### src/rtl/lfsr_rng_pkg.sv
// lfsr_rng_pkg: maximal-length Galois tap masks, default seed and the shared step function
package lfsr_rng_pkg;
  localparam int MAX_W = 64;
  localparam logic [7:0]  TAPS_8  = 8'hB8;
  localparam logic [15:0] TAPS_16 = 16'hB400;
  localparam logic [31:0] TAPS_32 = 32'h8020_0003;
  localparam logic [63:0] TAPS_64 = 64'hD800_0000_0000_0000;
  localparam logic [31:0] SEED_DEFAULT = 32'hACE1_ACE1;
  // Operands are zero-extended to MAX_W, so the right shift never pulls in bits above the width
  function automatic logic [MAX_W-1:0] lfsr_step(input logic [MAX_W-1:0] s, input logic [MAX_W-1:0] taps);
    return (s >> 1) ^ (s[0] ? taps : '0);
  endfunction
endpackage

### src/rtl/lfsr_rng_core.sv
// lfsr_rng_core: Galois LFSR state register with load priority over advance
module lfsr_rng_core
  import lfsr_rng_pkg::*;
#(
  parameter int              WIDTH = 32,
  parameter logic [WIDTH-1:0] TAPS = WIDTH'(TAPS_32),
  parameter logic [WIDTH-1:0] SEED = WIDTH'(SEED_DEFAULT)
) (
  input  logic             clock,
  input  logic             reset,
  input  logic             adv,
  input  logic             load,
  input  logic [WIDTH-1:0] load_value,
  output logic [WIDTH-1:0] next
);
  logic [WIDTH-1:0] state;
  assign next = WIDTH'(lfsr_step(MAX_W'(state), MAX_W'(TAPS)));
  always_ff @(posedge clock or posedge reset)
    if (reset) state <= SEED;
    else if (load) state <= load_value;
    else if (adv) state <= next;
endmodule

### src/rtl/lfsr_rng.sv
// lfsr_rng: LFSR random word source with reseed, multi-step words and valid/ready backpressure
module lfsr_rng
  import lfsr_rng_pkg::*;
#(
  parameter int              WIDTH         = 32,
  parameter logic [WIDTH-1:0] TAPS          = WIDTH'(TAPS_32),
  parameter logic [WIDTH-1:0] SEED          = WIDTH'(SEED_DEFAULT),
  parameter int              STEPS_PER_OUT = 1
) (
  input  logic             clock,
  input  logic             reset,
  input  logic             enable,
  input  logic             seed_valid,
  input  logic [WIDTH-1:0] seed_data,
  input  logic             out_ready,
  output logic             out_valid,
  output logic [WIDTH-1:0] randNum,
  output logic             lockup,
  output logic [15:0]      word_count
);
  localparam int CW = STEPS_PER_OUT > 1 ? $clog2(STEPS_PER_OUT) : 1;
  if (WIDTH < 8 || WIDTH > 64) begin : g_bad_width
    $error("lfsr_rng: WIDTH must be 8..64");
  end
  if (!TAPS[WIDTH-1]) begin : g_bad_taps
    $error("lfsr_rng: TAPS must have bit WIDTH-1 set");
  end
  if (SEED == '0) begin : g_bad_seed
    $error("lfsr_rng: SEED must be nonzero");
  end
  if (STEPS_PER_OUT < 1 || STEPS_PER_OUT > WIDTH) begin : g_bad_steps
    $error("lfsr_rng: STEPS_PER_OUT must be 1..WIDTH");
  end
  logic [CW-1:0]    cnt;
  logic [WIDTH-1:0] next;
  logic             last, hs, adv, zero_seed;
  assign last      = cnt == CW'(STEPS_PER_OUT - 1);
  assign hs        = out_valid && out_ready;
  assign zero_seed = seed_data == '0;
  // The final step stalls while an unconsumed word is still held
  assign adv       = enable && !seed_valid && (!last || !out_valid || out_ready);
  lfsr_rng_core #(.WIDTH(WIDTH), .TAPS(TAPS), .SEED(SEED)) u_core (
    .clock      (clock),
    .reset      (reset),
    .adv        (adv),
    .load       (seed_valid),
    .load_value (zero_seed ? SEED : seed_data),
    .next       (next)
  );
  always_ff @(posedge clock or posedge reset)
    if (reset) begin
      cnt        <= '0;
      out_valid  <= 1'b0;
      randNum    <= '0;
      lockup     <= 1'b0;
      word_count <= '0;
    end else if (seed_valid) begin
      cnt        <= '0;
      out_valid  <= 1'b0;
      word_count <= '0;
      lockup     <= zero_seed;
    end else begin
      lockup    <= 1'b0;
      if (hs) word_count <= word_count + 16'd1;
      if (adv) cnt <= last ? '0 : cnt + CW'(1);
      if (adv && last) randNum <= next;
      out_valid <= (adv && last) || (out_valid && !out_ready);
    end
endmodule

### config.mk
export PLATFORM = sky130hd
export DESIGN_NAME = lfsr_rng
export DESIGN_NICKNAME = d
export VERILOG_FILES = /design/src/rtl/lfsr_rng_pkg.sv /design/src/rtl/lfsr_rng_core.sv /design/src/rtl/lfsr_rng.sv
export SDC_FILE = /design/constraint.sdc
export NUM_CORES = 1
export LEC_CHECK = 0
export CAP_MARGIN = 15
export CORE_ASPECT_RATIO = 1.25
export CORE_UTILIZATION = 49
export DETAILED_ROUTE_END_ITERATION = 16
export GPL_ROUTABILITY_DRIVEN = 0
export PLACE_DENSITY_LB_ADDON = 0.2
export SLEW_MARGIN = 10
export SYNTH_ARGS = -nofsm -noshare
export SYNTH_HDL_FRONTEND = slang
export SYNTH_SLANG_ARGS = --single-unit
### constraint.sdc
create_clock -name clock -period 3.4 [get_ports clock]
set_clock_uncertainty 0.2 [all_clocks]
set_input_delay 0.34 -clock clock [delete_from_list [all_inputs] [get_ports clock]]
set_output_delay 0.34 -clock clock [all_outputs]
set_load 0.03 [all_outputs]
-- After elaboration in Yosys (flattened, before gate mapping)
Cells that the tools add are included.
- add/sub/neg operators: 2
- mux-type cells: 11
- bitwise gates (word level): 3
- reduce and logical (&&, ||, !) cells: 15
- operator list (operator ; number):
    32-bit 2-to-1 mux ; 4
    32-bit zero test ; 1
    16-bit 2-to-1 mux ; 2
    31-bit by 32-bit XOR with 32-bit output ; 1
    16-bit by 1-bit adder with 16-bit output (second input constant) ; 1
    1-bit logical AND ; 5
    1-bit 2-to-1 mux ; 5
    2-bit nonzero test ; 2
    1-bit zero test ; 3
    1-bit logical OR ; 3
    1-bit inverter ; 2
    2-bit AND reduction ; 1
    1-bit adder (second input constant) ; 1
- register bits after elaboration: 83
- input port bits: 37
- output and inout bits: 50

-- Logic depth before layout (Yosys ltp)
- depth in word-level cells: 7
- mapped depth: 7
- mapped depth without buffers: 5

-- By module
From an unflattened synthesis, not the netlist that was laid out.
- cells, all modules: 380
- area, all modules: 4063.9 um^2
- modules (own cells, without submodules) (module ; times used ; cells each ; area each (um^2) ; seq. area each (um^2)):
    lfsr_rng ; 1 ; 203 ; 2277.2 ; 1251.2
    lfsr_rng_core ; 1 ; 177 ; 1786.7 ; 820.8

-- Worst setup path after synthesis
OpenSTA, ideal clock, no wires.
- path type: flip-flop to flip-flop
- start: register word_count[0]
- end: register word_count[14]
- setup time: 0.125 ns
- arrival time: 1.680 ns
- required time: 3.075 ns
- setup slack: 1.395 ns
- stages on the path, launching flop included: 6
- buffers on the path: 0
- period minus slack after synthesis: 2.005 ns
- cells stage by stage: dfrtp_1 ha_1 and4_1 nand4_2 nor3_1 mux2_2
- word-level cells in the longest chain between the ends: 3
- ends and longest elaborated chain (item ; line ; text):
    start, declared ; lfsr_rng.sv:19 ; output logic [15:0] word_count
    start signal, assigned ; lfsr_rng.sv:64 ; if (hs) word_count <= word_count + 16'd1;
    16-bit by 1-bit adder with 16-bit output ; lfsr_rng.sv:64 ;
    16-bit 2-to-1 mux ; lfsr_rng.sv:64 ;
    16-bit 2-to-1 mux ; lfsr_rng.sv:57 ; end else if (seed_valid) begin
Every way passes these cells. The select of a mux whose other input is x is not followed.
A chain may end at the register's enable or synchronous reset.

-- Final worst setup path
- start: input port out_ready
- end: register randNum[0]
- word-level cells in the longest chain between the ends: 4
- ends and longest elaborated chain (item ; line ; text):
    start, declared ; lfsr_rng.sv:15 ; input logic out_ready,
    1-bit logical OR ; lfsr_rng.sv:41 ; assign adv = enable && !seed_valid && (!last || !out_valid || out_ready);
    1-bit logical AND ; lfsr_rng.sv:41 ;
    1-bit logical AND ; lfsr_rng.sv:66 ; if (adv && last) randNum <= next;
    2-bit AND reduction (no line) ; - ;
    end signal, assigned ; lfsr_rng.sv:66 ;
    end, declared ; lfsr_rng.sv:17 ; output logic [WIDTH-1:0] randNum,
Every way passes these cells.

==> summary.md <==
| Metric | Value |
|---|---|
| Status | `finished clean` |
| Die footprint | `7540 µm²` |
| Post-synth top flop | `dfrtp_1` |
| Pin count of the biggest net entering global routing | `55` |
| Total wire length | `8390 µm` |
| Tot GR Track Use | `24.1%` |
| Hpwl dp | `5740 µm` |
| Core Util, Final | `66.3%` |
| RSZ-0062 raised after global routing | `no` |
| Hold Fails Final Rpt | `0` |
| Final setup fails | `0` |
| Drt first pass iters | `7` |
| CTS Sinks | `82` |
| CP required | `3.43 ns` |
| Worst path bufs/invs | `2` |
| Post-route ant nets | `0` |
| Clk slew on worst S/H paths | `0.08 ns` |
| # port buffers | `86` |
| Slew HR | `40.1%` |
| Tcrit/Tclk final | `64.1%` |
| Area grow syn2layout | `31.1%` |
| Diode count | `0` |
| CP Data Arrival Time | `2.21 ns` |
| Slew Viols, Final | `0` |
| Cts bufs inserted | `9` |
| Share of cells above drive strength 1 | `11.2%` |
| Register area share after synthesis | `58.7%` |
| Synthesized Nets | `389` |
| Vias in the first global route | `2860` |
| Post-synth EDFFs | `0` |
| Slowest cell delay on critical path | `0.55 ns` |
| Final Total Pwr | `2.44 mW` |
| CP top delay family | `buffers and inverters` |
| Initial antenna violation count | `0` |
| CTS tree | `built` |
| Vias/cell | `5.55` |
| Starting Density | `50.6%` |
| Die Y | `96.9 µm` |
| Final min period | `2.18 ns` |
| CTS Hold Bufs | `0` |
| Die X-Extent | `77.9 µm` |
| Iter 0 DRT Violations | `333` |
| Slowest CP cell | `clkdlybuf4s50_1` |
| Seq cells post-synth | `82` |
| # DRC | `0` |
| Post-Place Cells | `512` |
| CTS Buffer Depth | `2` |
| Worst slew pin tran | `0.897 ns` |
| Std-Cell Rows | `34` |
| CTS resizes | `0` |
| H-tree depth reported by CTS | `3` |
| Ys Warns | `0` |
| Final Net Count | `471` |
| Total negative slack | `0 ns` |
| Synth cell types | `38` |
| Fmax | `0.459 GHz` |
| Number of max-cap violations | `0` |
| CP max FO | `20` |
| Critical Path Start Type | `primary input` |
| Core Area | `6980 µm²` |
| Non-filler instance count after layout | `528` |
| Crit-path cells | `clkdlybuf4s50_1 > nand2b_1 > nand3_1 > buf_4 > nand2_1 > o21ai_0` |
| Clock Latency Late Sink | `0.36 ns` |
| Root Driver | `clkbuf_8` |
| CP Capture Type | `register` |
| First-pass GRT wire length | `13900 µm` |
| IO Count | `87` |
| Post-synthesis async set-or-reset flop share | `100%` |
| Vias | `2928` |
| Post-CTS setup buffers | `0` |
| Synthesized area | `3530 µm²` |
| Maximum vdd drop | `0.389 mV` |
| Grt ovf | `0` |
| CP Class | `primary input to register` |
| Syn Area/Cell | `10.0 µm²` |
| Wire length per cell | `15.9 µm` |
| Cells after synthesis | `351` |
| Power Density | `527 nW/µm²` |
| Leakage power | `2.15 nW` |
| HP Class | `primary input to register` |
==> power by group <==
| part | internal, mW | switching, mW |
|---|---|---|
| logic | 0.226 | 0.303 |
| registers | 1.10 | 0.0782 |
| clock network | 0.379 | 0.348 |
| total | 1.71 | 0.730 |
==> routing by layer <==
layer	share of wire (%)	GRT usage, %
met1	41	30.2
met2	51	39.1
met3	5.9	7.17
met4	1.4	8.71
met5	0	0
==> logic make-up (layout without fill, tap and decap cells) <==
group / count (synthesis) / after routing / share of synthesized area (%)
AO/OA/AOI/OAI: 41 / 41 / 9.83
XOR/XNOR: 14 / 14 / 3.48
multiplexers: 1 / 1 / 0.319
AND/OR/NAND/NOR: 177 / 177 / 22.2
buffers and inverters: 35 / 122 / 5.07
adder cells (fa/ha/maj): 1 / 1 / 0.355
flip-flops: 82 / 82 / 58.7
==> worst register-to-register path, stage by stage, from the launching register on <==
cell	delay, ns
dfrtp_1	0.44
nand2b_1	0.23
nand3_1	0.49
buf_4	0.40
nand2_1	0.08
o21ai_0	0.07
==> worst paths after layout <==
path / start / endpoint / slack, ns / cells after the start
min reg2reg: randNum[7] / randNum[7] / 0.28 / 2
max in group asynchronous: reset / word_count[10] / 1.97 / 3
min in group asynchronous: reset / randNum[22] / 0.27 / 2
max reg2reg: out_valid / randNum[0] / 1.35 / 5
max: out_ready / randNum[0] / 1.22 / 6
min: seed_valid / word_count[11] / 0.25 / 2
==> per-stage QoR <==
stage               worst slack, ns  hold WS (ns)  area (µm²)
finish                         1.22         0.252        4630
CTS                            1.22         0.250        4630
detailed placement            0.853         0.262        4420
floorplan                     0.778         0.256        3530
global route                   1.08         0.264        4630
global placement              0.925         0.263        4420
==> state kept, by name, summed over array words and instances, names as in the netlist <==
signal	count
randNum	32
u_core.state	32
word_count	16
lockup	1
out_valid	1
==> cells in the mapped netlist (5+ instances only) <==
master	n	area (µm²)
nand4_1	7	43.8
inv_1	13	48.8
a21oi_1	6	30.0
nor2_1	18	67.6
buf_2	5	25.0
nand2_1	119	447
a222oi_1	23	230
dfstp_2	16	420
nor4_1	6	37.5
nand3_1	10	50.1
buf_6	5	56.3
xor2_1	10	87.6
clkbuf_1	9	33.8
dfrtp_1	66	1650
==> placed cells by master (no fill, tap or decap), types with 2 or more instances in the layout <==
master and count:
a21oi_1 5, a222oi_1 23, a22oi_1 3, and4_1 3, buf_4 6, clkbuf_8 11
clkdlybuf4s50_1 85, clkinv_2 2, clkinvlp_4 2, dfrtp_1 66, dfstp_2 16, inv_1 12
nand2_1 119, nand3_1 10, nand4_1 7, nand4_2 2, nor2_1 18, nor4_1 6
o21ai_0 4, or3_1 4, xnor2_1 4, xor2_1 10
==> cell type report <==
type	count	area [µm²]
multi-input cells	234	1280
repair buffers	92	901
flip-flops and latches	82	2070
well taps	90	113
inverters	14	53.8
fillers	581	2350
clock inverters	4	50.0
clock buffers	12	155
Power figures use the tool's default switching activity.
